`src/rtl/lfsr_stream_pkg.sv`:
```
// Shared types and helpers for the LFSR stream generator family.
// Tap table entries are maximal-length masks, bit i = state[i] in the XOR.
package lfsr_pkg;

  typedef enum logic {
    EMPTY = 1'b0,
    VALID = 1'b1
  } out_state_t;

  function automatic logic parity(input logic [31:0] v);
    return ^v;
  endfunction

  function automatic logic [31:0] LFSR_TAPS_DEFAULT(input int w);
    logic [31:0] t;
    case (w)
      4:  t = 32'h0000_000C;
      5:  t = 32'h0000_0014;
      6:  t = 32'h0000_0030;
      7:  t = 32'h0000_0060;
      8:  t = 32'h0000_00B8;
      9:  t = 32'h0000_0110;
      10: t = 32'h0000_0240;
      11: t = 32'h0000_0500;
      12: t = 32'h0000_0829;
      13: t = 32'h0000_100D;
      14: t = 32'h0000_2015;
      15: t = 32'h0000_6000;
      16: t = 32'h0000_B400;
      17: t = 32'h0001_2000;
      18: t = 32'h0002_0400;
      19: t = 32'h0004_0023;
      20: t = 32'h0009_0000;
      21: t = 32'h0014_0000;
      22: t = 32'h0030_0000;
      23: t = 32'h0042_0000;
      24: t = 32'h00E1_0000;
      25: t = 32'h0120_0000;
      26: t = 32'h0200_0023;
      27: t = 32'h0400_0013;
      28: t = 32'h0900_0000;
      29: t = 32'h1400_0000;
      30: t = 32'h2000_0029;
      31: t = 32'h4800_0000;
      32: t = 32'h8020_0003;
      default: t = 32'h0;
    endcase
    return t;
  endfunction

endpackage

```
`src/rtl/lfsr_stream_if.sv`:
```
// Seed-load and read-stream signals of the LFSR generator.
// The slave modport is the generator side, master is the consumer side.
interface lfsr_stream_if #(
  parameter int WIDTH = 8,
  parameter int OUT_W = 8
);
  logic             seed_valid;
  logic [WIDTH-1:0] seed_data;
  logic             seed_ready;
  logic             rd_valid;
  logic             rd_ready;
  logic [OUT_W-1:0] rd_data;

  modport master (
    output seed_valid, seed_data, rd_ready,
    input  seed_ready, rd_valid, rd_data
  );

  modport slave (
    input  seed_valid, seed_data, rd_ready,
    output seed_ready, rd_valid, rd_data
  );
endinterface

```
`src/rtl/lfsr_stream_step.sv`:
```
// Combinational Fibonacci LFSR step: feedback bit and shifted next state.
module lfsr_step
  import lfsr_pkg::*;
#(
  parameter int WIDTH = 8
) (
  input  logic [WIDTH-1:0] i_state,
  input  logic [WIDTH-1:0] i_taps,
  output logic [WIDTH-1:0] o_next,
  output logic             o_fb
);
  assign o_fb   = parity(32'(i_state & i_taps));
  assign o_next = {i_state[WIDTH-2:0], o_fb};
endmodule

```
`src/rtl/lfsr_stream.sv`:
```
// LFSR generator packing feedback bits into OUT_W-bit words on a valid/ready
// stream, with seed loading, step gating, backpressure and a period-wrap pulse.
module lfsr_stream
  import lfsr_pkg::*;
#(
  parameter int               WIDTH = 8,
  parameter logic [WIDTH-1:0] TAPS  = WIDTH'(LFSR_TAPS_DEFAULT(WIDTH)),
  parameter logic [WIDTH-1:0] SEED  = WIDTH'(1),
  parameter int               OUT_W = 8
) (
  input  logic             clk_in,
  input  logic             rst,
  input  logic             step_en,
  lfsr_stream_if.slave     bus,
  output logic [WIDTH-1:0] lfsr_state,
  output logic             wrap
);

  localparam int             CW   = $clog2(OUT_W + 1);
  localparam logic [CW-1:0]  LAST = CW'(OUT_W - 1);

  if (WIDTH < 4 || WIDTH > 32) begin : g_bad_width
    $fatal(1, "lfsr_stream: WIDTH out of range 4..32");
  end
  if (OUT_W < 1 || OUT_W > 32) begin : g_bad_out_w
    $fatal(1, "lfsr_stream: OUT_W out of range 1..32");
  end
  if (SEED == '0) begin : g_bad_seed
    $fatal(1, "lfsr_stream: SEED must be nonzero");
  end
  if (TAPS == '0) begin : g_bad_taps
    $fatal(1, "lfsr_stream: TAPS must be nonzero");
  end

  logic [WIDTH-1:0] r_state, r_ref, w_next, w_seed;
  logic [OUT_W-1:0] r_coll, r_data, w_word;
  logic [OUT_W:0]   w_shift;
  logic [CW-1:0]    r_cnt;
  logic             w_fb, w_load, w_stall, w_step, w_done, w_hs;
  logic             r_wrap;
  out_state_t       r_ost, w_ost_nxt;

  lfsr_step #(.WIDTH(WIDTH)) u_step (
    .i_state (r_state),
    .i_taps  (TAPS),
    .o_next  (w_next),
    .o_fb    (w_fb)
  );

  // The last bit of a word may only land once the output slot can take it.
  assign w_load  = bus.seed_valid;
  assign w_stall = (r_cnt == LAST) && (r_ost == VALID) && !bus.rd_ready;
  assign w_step  = step_en && !w_stall && !w_load;
  assign w_done  = w_step && (r_cnt == LAST);
  assign w_hs    = (r_ost == VALID) && bus.rd_ready;
  assign w_seed  = (bus.seed_data == '0) ? SEED : bus.seed_data;
  assign w_shift = {r_coll, w_fb};
  assign w_word  = w_shift[OUT_W-1:0];

  always_ff @(posedge clk_in or posedge rst) begin
    if (rst) r_ost <= EMPTY;
    else     r_ost <= w_ost_nxt;
  end

  always_comb begin
    w_ost_nxt = r_ost;
    case (r_ost)
      EMPTY:   if (w_done) w_ost_nxt = VALID;
      VALID:   if (w_done) w_ost_nxt = VALID;
               else if (w_hs) w_ost_nxt = EMPTY;
      default: w_ost_nxt = EMPTY;
    endcase
  end

  always_ff @(posedge clk_in or posedge rst) begin
    if (rst) begin
      r_state <= SEED;
      r_ref   <= SEED;
      r_coll  <= '0;
      r_cnt   <= '0;
      r_wrap  <= 1'b0;
    end else begin
      r_wrap <= w_step && (w_next == r_ref);
      if (w_load) begin
        r_state <= w_seed;
        r_ref   <= w_seed;
        r_coll  <= '0;
        r_cnt   <= '0;
      end else if (w_step) begin
        r_state <= w_next;
        r_coll  <= w_word;
        r_cnt   <= w_done ? '0 : r_cnt + CW'(1);
      end
    end
  end

  always_ff @(posedge clk_in or posedge rst) begin
    if (rst)         r_data <= '0;
    else if (w_done) r_data <= w_word;
  end

  assign bus.seed_ready = ~rst;
  assign bus.rd_valid   = (r_ost == VALID);
  assign bus.rd_data    = r_data;
  assign lfsr_state     = r_state;
  assign wrap           = r_wrap;

endmodule

```
`src/flat_wrapper.sv`:
```
// flat-port wrapper written by rule: the top's interface ports become plain ports
module lfsr_stream_flat import lfsr_pkg::*;
#(
  parameter int               WIDTH = 8,
  parameter logic [WIDTH-1:0] TAPS  = WIDTH'(LFSR_TAPS_DEFAULT(WIDTH)),
  parameter logic [WIDTH-1:0] SEED  = WIDTH'(1),
  parameter int               OUT_W = 8
)
  (clk_in, rst, step_en, lfsr_state, wrap, bus_seed_valid, bus_seed_data, bus_rd_ready, bus_seed_ready, bus_rd_valid, bus_rd_data);
  lfsr_stream_if #(.WIDTH(WIDTH), .OUT_W(OUT_W)) bus_i ();
  input  logic clk_in;
  input  logic rst;
  input  logic step_en;
  output logic [WIDTH-1:0] lfsr_state;
  output logic wrap;
  input wire logic [$bits(bus_i.seed_valid)-1:0] bus_seed_valid;
  input wire logic [$bits(bus_i.seed_data)-1:0] bus_seed_data;
  input wire logic [$bits(bus_i.rd_ready)-1:0] bus_rd_ready;
  output wire logic [$bits(bus_i.seed_ready)-1:0] bus_seed_ready;
  output wire logic [$bits(bus_i.rd_valid)-1:0] bus_rd_valid;
  output wire logic [$bits(bus_i.rd_data)-1:0] bus_rd_data;
  assign bus_i.seed_valid = bus_seed_valid;
  assign bus_i.seed_data = bus_seed_data;
  assign bus_i.rd_ready = bus_rd_ready;
  assign bus_seed_ready = bus_i.seed_ready;
  assign bus_rd_valid = bus_i.rd_valid;
  assign bus_rd_data = bus_i.rd_data;
  lfsr_stream #(.WIDTH(WIDTH), .TAPS(TAPS), .SEED(SEED), .OUT_W(OUT_W)) u_core (.clk_in(clk_in), .rst(rst), .step_en(step_en), .bus(bus_i), .lfsr_state(lfsr_state), .wrap(wrap));
endmodule
```
`config.mk`:
```
export PLATFORM = sky130hd
export DESIGN_NAME = lfsr_stream_flat
export DESIGN_NICKNAME = d
export VERILOG_FILES = /design/src/rtl/lfsr_stream_pkg.sv /design/src/rtl/lfsr_stream_if.sv /design/src/rtl/lfsr_stream_step.sv /design/src/rtl/lfsr_stream.sv /design/src/flat_wrapper.sv
export SDC_FILE = /design/constraint.sdc
export NUM_CORES = 1
export LEC_CHECK = 0
export BUFFER_PORTS_ARGS = -buffer_cell sky130_fd_sc_hd__buf_2
export CORE_AREA = 2 2 57 59
export CTS_CLUSTER_DIAMETER = 200
export DETAILED_ROUTE_END_ITERATION = 8
export DIE_AREA = 0 0 59 61
export HOLD_SLACK_MARGIN = 0.03
export PLACE_DENSITY_LB_ADDON = 0.3
export SLEW_MARGIN = 10
export SYNTH_ARGS = -nofsm -noshare
export SYNTH_HDL_FRONTEND = slang
export SYNTH_SLANG_ARGS = --single-unit
export TNS_END_PERCENT = 20
```
`constraint.sdc`:
```
create_clock -name clk_in -period 2.86 [get_ports clk_in]
set_input_delay 0.286 -clock clk_in [delete_from_list [all_inputs] [get_ports clk_in]]
set_output_delay 0.286 -clock clk_in [all_outputs]
set_load 0.005 [all_outputs]
```
-- Word-level counts from Yosys, hierarchy flattened
Cells that the tools add are included.
- input bits: 13
- flip-flop bits (word level): 37
- output and inout port bits: 19
- logic and storage cells: 37
- reductions and logical operators: 13
- mux-type cells: 12
- bitwise logic cells: 2
- equal/unequal tests: 2
- $add $sub $neg: 1
- operators with widths (operator ; count):
    parity 32 bit ; 1
    2-to-1 mux 8 bit ; 3
    2-to-1 mux 7 bit ; 2
    2-to-1 mux 4 bit ; 3
    equality test 8 bit ; 1
    zero test 8 bit ; 1
    logical AND 1 bit ; 7
    adder 4 x 1 -> 4 bit, second input constant ; 1
    equality test 4 x 3 -> 1 bit, second input constant ; 1
    zero test 1 bit ; 3
    2-to-1 mux 1 bit ; 3
    NOT 1 bit ; 2
    one-hot mux 1 bit (2 select lines) ; 1
    nonzero test 2 bit ; 1

-- Logic depth before layout (Yosys ltp)
Gate-level depths: netlist of run 1.
- depth after elaboration: 10
- mapped depth: 6
- depth with buffers taken out: 5

-- Cells and area by module
Synthesis of run 1 repeated with hierarchy kept, for this count alone.
- cell total of the unflattened synthesis: 192
- area total of the unflattened synthesis: 1944.4 um2
- modules (own cells, without submodules) (module ; times used ; cells an instance ; area each (um2) ; sequential area each (um2)):
    lfsr_stream ; 1 ; 169 ; 1793.0 ; 928.4
    lfsr_step ; 1 ; 23 ; 151.4 ; 0.0

-- Least setup slack after synthesis of run 1
Ideal clock, no wire load.
- path type: reg-to-reg
- from: register u_core.r_cnt[0]
- to: register u_core.r_data[0], in the netlist u_core.bus.rd_data[0]
- period minus slack after synthesis: 1.641 ns
- slack: 1.219 ns
- library setup time: 0.125 ns
- arrival time: 1.516 ns
- stages on the path, launching flop included: 6
- buffers on the path: 0
- required time: 2.735 ns
- path through: dfrtp_1 > ha_1 > nand3b_4 > o21ai_4 > nor3_4 > mux2_2
- word-level cells in the longest chain between the ends: 7
- ends and longest elaborated chain (element ; line ; RTL):
    start, declared ; lfsr_stream.sv:38 ; logic [CW-1:0] r_cnt;
    start signal, assigned ; lfsr_stream.sv:92 ; r_cnt <= w_done ? '0 : r_cnt + CW'(1);
    equality test 4 x 3 -> 1 bit (*) ; lfsr_stream.sv:52, lfsr_stream.sv:54 ;
    logical AND 1 bit (2 in a row) ; lfsr_stream.sv:52 ; assign w_stall = (r_cnt == LAST) && (r_ost == VALID) && !bus.rd_ready;
    zero test 1 bit ; lfsr_stream.sv:53 ; assign w_step = step_en && !w_stall && !w_load;
    logical AND 1 bit (2 in a row) ; lfsr_stream.sv:53 ;
    logical AND 1 bit (*) ; lfsr_stream.sv:54 ; assign w_done = w_step && (r_cnt == LAST);
    end signal, assigned ; lfsr_stream.sv:99 ; else if (w_done) r_data <= w_word;
    end, declared ; lfsr_stream.sv:36 ; logic [OUT_W-1:0] r_coll, r_data, w_word;
Every way passes the cells marked *; elsewhere a longest branch is shown, timed or not.
A chain may end at the register's enable or synchronous reset.

-- Worst setup path after layout of run 1
- from: register u_core.r_cnt[0]
- to: register u_core.r_data[5], in the netlist u_core.bus.rd_data[5]
Same word-level chain as after synthesis.

==> results of run 1 <==
## layout make-up
type	instances	area share [%]
Clock buffer	6	2.18
Clock inverter	2	0.527
Inverter	2	0.396
Multi-Input combinational cell	104	37.2
Sequential cell	37	48.9
Tap cell	33	2.18
Timing Repair Buffer	32	8.57
## metrics by stage
step | total power [mW] | instances | hold slack [ns] | utilization, % | area [sq um]
5_1_grt | 1.04 | 216 | 0.0585 | 64.3 | 1900
6_report | 0.981 | 216 | 0.0167 | 64.3 | 1900
3_3_place_gp | 0.725 | 208 | 0.410 | 62.5 | 1850
4_1_cts | 0.993 | 216 | 0.0408 | 64.3 | 1900
3_5_place_dp | 0.731 | 208 | 0.424 | 62.5 | 1850
2_1_floorplan | 0.683 | 149 | 0.438 | - | 1670
## sequential cells by signal (all words and copies together) (netlist names)
signal and cells:
u_core.wrap 1, u_core.bus.rd_valid 1, u_core.r_cnt 4, u_core.r_coll 7
u_core.bus.rd_data 8, u_core.r_ref 8, u_core.lfsr_state 8
## final timing paths
path                                        startpoint                                end  depth (start not counted)
max reg2reg                u_core.r_cnt[0]$_DFFE_PP0P_  u_core.bus.rd_data[5]$_DFFE_PP0P_                          5
max in group asynchronous                          rst        u_core.r_ref[0]$_DFFE_PP1P_                          3
min in group clk_in                   bus_seed_data[5]        u_core.r_ref[5]$_DFFE_PP0P_                          2
min reg2reg                u_core.r_ref[0]$_DFFE_PP1P_        u_core.r_ref[0]$_DFFE_PP1P_                          2
max                        u_core.r_cnt[0]$_DFFE_PP0P_  u_core.bus.rd_data[5]$_DFFE_PP0P_                          5
min                                                rst  u_core.bus.rd_data[0]$_DFFE_PP0P_                          3
## cells by family after synthesis
group	Yosys count	synth area share, %
AND/OR/NAND/NOR	46	14.7
AO/OA/AOI/OAI	30	10.2
buffers and inverters	8	2.24
XOR/XNOR	12	6.28
adder cells (fa/ha/maj)	1	0.748
flip-flops	37	55.5
multiplexers	15	10.3
## power breakdown
group | switching (mW) | internal, mW
clock | 0.169 | 0.0936
sequential | 0.0280 | 0.554
combinational | 0.0732 | 0.0630
total | 0.270 | 0.711
## per-layer routing
metal	track usage [%]	vias up	routed length [um]
met5	0	-	0
met4	9.74	0	63
met3	3.84	7	118
met2	34.6	31	1500
met1	22.8	584	1310
li1	-	579	-
## cell usage after synthesis
| master | count | share of area, % |
|---|---|---|
| nand3b_1 | 1 | 0.45 |
| nand2_1 | 23 | 5.2 |
| buf_2 | 3 | 0.90 |
| nand2b_1 | 1 | 0.37 |
| clkbuf_1 | 2 | 0.45 |
| nand4_1 | 2 | 0.75 |
| o211ai_1 | 1 | 0.45 |
| mux2_4 | 1 | 0.90 |
| nor2_1 | 4 | 0.90 |
| o21a_1 | 1 | 0.45 |
| xnor2_1 | 6 | 3.1 |
| dfstp_2 | 2 | 3.1 |
| nor3_1 | 1 | 0.30 |
| o21ai_0 | 2 | 0.60 |
| nor4_1 | 3 | 1.1 |
| mux2_2 | 14 | 9.4 |
| o21ai_4 | 1 | 0.97 |
| a21oi_1 | 23 | 6.9 |
| dfrtp_1 | 35 | 52 |
| nand3b_4 | 1 | 1.2 |
| nor3_4 | 1 | 0.97 |
| nor2b_1 | 7 | 2.6 |
| buf_4 | 1 | 0.45 |
| or4_1 | 1 | 0.45 |
| inv_1 | 2 | 0.45 |
| xor2_1 | 6 | 3.1 |
| o31ai_1 | 2 | 0.90 |
| ha_1 | 1 | 0.75 |
| or3_1 | 1 | 0.37 |
## worst min-delay path, stage by stage
cell and delay (ns):
buf_2 0.10, inv_1 0.04, buf_4 0.39
==> metrics.csv, run 1 <==
stage;metric;value;unit
power_and_ir_drop;powerDensity;517;nW/um^2
clock_tree;clockRootBuffer;clkbuf_4;
critical_path;path_cells;ha_1, nand3b_4, o21ai_4, nor3_4, mux2_4;
die;io-pin-count;32;
synth;syn_avg_cell_area;11.2;sq um
sta;min_period_over_period;65.1;%
final_layout;area_growth;13.5;%
placement;dp_worst_setup_slack;0.987;ns
placement;port_buffers;31;
die;die_area;3600;sq um
final_layout;drive_above_1_share;32.2;%
global_routing;grt_pass1_wl;5.17;mm
synth;syn_inst;149;
power_and_ir_drop;ir_worst_vdd;0.401;mV
final_layout;final_nets;196;
critical_path;required;3.10;ns
sta;setup_viol;0;
global_routing;track_usage;19.6;%
clock_tree;clkLatencyLatePin;0.35;ns
global_routing;grt_max_degree;39;
critical_path;crit_path_end_kind;register;
drt;via_per_inst;5.56;
global_routing;gr-total-overflow;0;
clock_tree;cts_hold_buf;0;
die;start_util;56.7;%
placement;place_congestion;0.757;
critical_path;critPathLaunchType;register;
die;die_height;61;um
final_layout;num-fill-cells;254;
critical_path;crit_type;reg2reg;
sta;hold_viol;0;
critical_path;rrSetupSlack;1.0;ns
synth;synth.distinct_cells;29;
placement;dp_hpwl;2.14;mm
final_layout;final_cell_mix;dfrtp_1, buf_2, nand2_1, a21oi_1, mux2_2;
global_routing;antenna_found_initial;0;
drt;drt_pre_antenna_iters;4;
flow_run;max_cap_violations;0;
final_layout;regArea;928;sq um
synth;syn_area;1670;sq um
die;coreArea;2950;sq um
drt;ant_nets;0;
sta;rsz0062_at_grt;false;
final_layout;layout_commonest_cell;dfrtp_1;
synth;yosysWarningCount;0;
drt;post_drt_wl_per_cell;13.9;um
global_routing;grt_pass1_vias;1213;
critical_path;crit_path_max_incr_delay;0.49;ns
status;outcome;finished clean;
sta;finalMaxSlewViolations;0;
die;die_w;59;um
die;row_count;20;
sta;relSlewSlack;56.9;%
clock_tree;cts_tree;yes;
sta;fin_tns_setup;0;ns
sta;min_period;1.86;ns
power_and_ir_drop;leakage;0.921;nW
synth;synth-seq-cells;37;
drt;drc;0;
sta;fin_skew;0.00867;ns
drt;num_vias;1201;
final_layout;multi_input_area;707;sq um
critical_path;cp_max_fo;19;
synth;yosysSeqAreaShare;55.5;%
drt;routed_wl;3.00;mm
synth;syn_nets;163;
clock_tree;cts_setup_buffers;0;
final_layout;n_antenna_cell;0;
clock_tree;cts_resized;0;
critical_path;crit_arrival;2.10;ns
clock_tree;cts_made_buffers;5;
sta;tightest_slew;0.647;ns
clock_tree;clk_pin_slew_worst_paths;0.11;ns
critical_path;path_buf_inv;0;
clock_tree;clock-sinks;37;
critical_path;crit_family;compound AO/OA/AOI/OAI gates;
clock_tree;htreeDepth;2;
hold_path;hold_path_class;in2async;
drt;drt_iter0_markers;18;
critical_path;slowest_stage;o21ai_4;
clock_tree;clk_path_buf_depth;2;
sta;fin_ws;0.999;ns
sta;clock.fmax;537;MHz
No activity file was read; power rests on OpenSTA's default activity.
==> run 2, diff against run 1 <==
--- a/config.mk
+++ b/config.mk
@@ -5,11 +5,12 @@
 export SDC_FILE = /design/constraint.sdc
 export NUM_CORES = 1
 export LEC_CHECK = 0
+export ABC_AREA = 1
 export BUFFER_PORTS_ARGS = -buffer_cell sky130_fd_sc_hd__buf_2
-export CORE_AREA = 2 2 57 59
+export CORE_AREA = 2 2 61 63
 export CTS_CLUSTER_DIAMETER = 200
 export DETAILED_ROUTE_END_ITERATION = 8
-export DIE_AREA = 0 0 59 61
+export DIE_AREA = 0 0 63 65
 export HOLD_SLACK_MARGIN = 0.03
 export PLACE_DENSITY_LB_ADDON = 0.3
 export SLEW_MARGIN = 10
==> constraint.sdc (replaced) <==
create_clock -name clk_in -period 1.8 [get_ports clk_in]
set_input_delay 0.18 -clock clk_in [delete_from_list [all_inputs] [get_ports clk_in]]
set_output_delay 0.18 -clock clk_in [all_outputs]
set_load 0.005 [all_outputs]
==> run 2 against run 1 <==
- first-iteration DRC count increased by 140%
- count of clock-buffer cells in the layout unchanged
- utilization decreased by 4.3 points
- die area increased by 14%
- critical endpoint unchanged
- fmax increased by 19%
- largest power group unchanged
- non-clock buffer count increased by 4
- critical path type unchanged
==> metrics.csv, run 2 <==
stage;metric;value;unit
status;outcome;finished clean;
synth;syn_area;1790;sq um
final_layout;final_cell_mix;nand2_1, dfrtp_1, buf_2, inv_1, nand3_1;
global_routing;grt_max_degree;30;
synth;yosysWarningCount;0;
drt;routed.top_layer;met4;
final_layout;multi_input_area;707;sq um
sta;fin_tns_setup;0;ns
synth;synthTopCellsByArea;dfrtp_1, nand2_1, inv_1, nand3_1, o21ai_2;
placement;dp_hpwl;2.62;mm
sta;fin_ws;0.242;ns
drt;post_drt_wl_per_cell;11.8;um
sta;setup_viol;0;
clock_tree;clk_path_buf_depth;2;
drt;ant_nets;0;
final_layout;area_growth;17.0;%
critical_path;ff2ff_path_depth;5;
flow_run;max_cap_violations;0;
final_layout;num-fill-cells;329;
sta;min_period;1.56;ns
final_layout;final_nets;266;
drt;drc;0;
sta;min_period_over_period;86.6;%
sta;finalMaxSlewViolations;0;
clock_tree;clock-sinks;37;
critical_path;crit_path_end_kind;register;
final_layout;layout_commonest_cell;nand2_1;
synth;synth_edf_count;0;
critical_path;crit_arrival;1.82;ns
clock_tree;htreeDepth;2;
power_and_ir_drop;powerDensity;850;nW/um^2
power_and_ir_drop;leakage;1.12;nW
final_layout;regArea;928;sq um
synth;yosysTopAreaCell;dfrtp_1;
placement;dp_worst_setup_slack;0.160;ns
die;die_w;63;um
sta;tightest_slew;0.371;ns
synth;synth_common_cells;nand2_1, dfrtp_1, inv_1;
synth;yosysMostFrequentCell;nand2_1;
die;die_height;65;um
die;start_util;51.3;%
sta;rsz0062_at_grt;false;
final_layout;n_antenna_cell;0;
synth;synth_top_area_share;48.9;%
drt;drt_iter0_markers;43;
clock_tree;clk_pin_slew_worst_paths;0.12;ns
synth;async_flop_share;100;%
drt;met2_length;1.69;mm
die;die_area;4100;sq um
placement;port_buffers;31;
synth;syn_nets;230;
drt;routed_wl;3.57;mm
hold_path;whs_path_depth;3;
global_routing;gr-total-overflow;0;
synth;synth_ff_type;dfrtp_1;
drt;num_vias;1460;
clock_tree;cts_tree;yes;
global_routing;grt_pass1_wl;6.18;mm
critical_path;crit_type;reg2reg;
critical_path;required;2.06;ns
synth;syn_avg_cell_area;8.29;sq um
sta;fin_skew;0.0156;ns
clock_tree;cts_made_buffers;5;
power_and_ir_drop;ir_worst_vdd;0.476;mV
global_routing;antenna_found_initial;0;
die;row_count;22;
drt;via_per_inst;4.85;
global_routing;track_usage;19.7;%
die;io-pin-count;32;
sta;clock.fmax;642;MHz
drt;wl_met3;137;um
placement;place_congestion;0.743;
synth;synth-seq-cells;37;
drt;drt-met1-wl;1.65;mm
sta;hold_viol;0;
synth;yosysSeqAreaShare;51.8;%
hold_path;hold_path_class;in2reg;
critical_path;cp_max_fo;16;
synth;synth.distinct_cells;23;
critical_path;critPathLaunchType;register;
die;coreArea;3500;sq um
global_routing;grt_pass1_vias;1415;
clock_tree;clockRootBuffer;clkbuf_4;
synth;syn_inst;216;
drt;drt_pre_antenna_iters;4;
final_layout;drive_above_1_share;25.3;%
sta;relSlewSlack;75.2;%
clock_tree;clkLatencyLatePin;0.35;ns
-- run 2: cell types whose count changed after synthesis, moves of 4 or more --
cell,change
o21ai_0,+14
nand3_1,+20
nand2_1,+51
nor2_1,+7
nor2b_1,-7
a21oi_1,-23
xnor2_1,-4
mux2_2,-14
o21ai_2,+10
inv_1,+25
xor2_1,-5
-- run 2: final timing paths --
check	from	endpoint	slack (ns)
setup / recovery	u_core.r_cnt[0]$_DFFE_PP0P_	u_core.bus.rd_data[5]$_DFFE_PP0P_	0.24
hold reg to reg	u_core.r_coll[4]$_DFFE_PP0P_	u_core.r_coll[5]$_DFFE_PP0P_	0.49
hold / removal	bus_seed_data[7]	u_core.r_ref[7]$_DFFE_PP0P_	0.07
setup reg to reg	u_core.r_cnt[0]$_DFFE_PP0P_	u_core.bus.rd_data[5]$_DFFE_PP0P_	0.24
max in group asynchronous	rst	u_core.lfsr_state[0]$_DFFE_PP1P_	0.95
min in group asynchronous	rst	u_core.bus.rd_data[0]$_DFFE_PP0P_	0.42
-- run 2: area by class of cell --
| class | instances | area share, % |
|---|---|---|
| tap | 48 | 2.86 |
| clock inverter | 2 | 1.79 |
| sequential | 37 | 44.3 |
| clock buffer | 6 | 2.45 |
| inverter | 28 | 5.01 |
| multi-input combinational | 144 | 33.7 |
| timing repair buffer | 36 | 9.90 |
-- run 2: what timing repair did --
item	in CTS	in global routing
endpoints found under the setup margin	0	2
hold buffers	1	0
gates resized for setup	0	0
hold endpoints to repair	35	0
buffers inserted	0	1
-- run 2: worst max-delay path, stage by stage, from the launching register on --
cell and delay (ns):
dfrtp_1 0.42, ha_1 0.19, nand2_2 0.09, nor2_4 0.14
nand4_2 0.33, o21ai_0 0.28
-- run 2: kinds of logic after synthesis --
group,count (synthesis),share of synthesized area (%)
buf+inv,35,8.73
fa+ha+maj,1,0.698
xor+xnor,3,1.47
compound gates,27,9.64
flops,37,51.8
simple gates,113,27.7
-- run 2: routing by layer --
layer | global-route usage (%) | vias up
li1 | - | 747
met1 | 23.8 | 672
met2 | 33.5 | 30
met3 | 3.99 | 11
met4 | 9.72 | 0
met5 | 0 | -
-- run 2: where the power goes --
group	internal (mW)	total [mW]	switching, mW
combinational	0.0954	0.241	0.145
sequential	0.879	0.926	0.0473
clock	0.330	0.616	0.286
total	1.30	1.78	0.478
-- run 2: metrics by stage --
stage | instances | util, % | area (sq um) | hold slack [ns] | total power [mW]
2_1_floorplan | 216 | - | 1790 | 0.314 | 1.10
3_3_place_gp | 291 | 56.6 | 1980 | 0.271 | 1.17
3_5_place_dp | 291 | 56.6 | 1980 | 0.278 | 1.18
4_1_cts | 300 | 59.4 | 2080 | 0.0691 | 1.79
5_1_grt | 301 | 60.0 | 2100 | 0.0952 | 1.88
6_report | 301 | 60.0 | 2100 | 0.0735 | 1.78
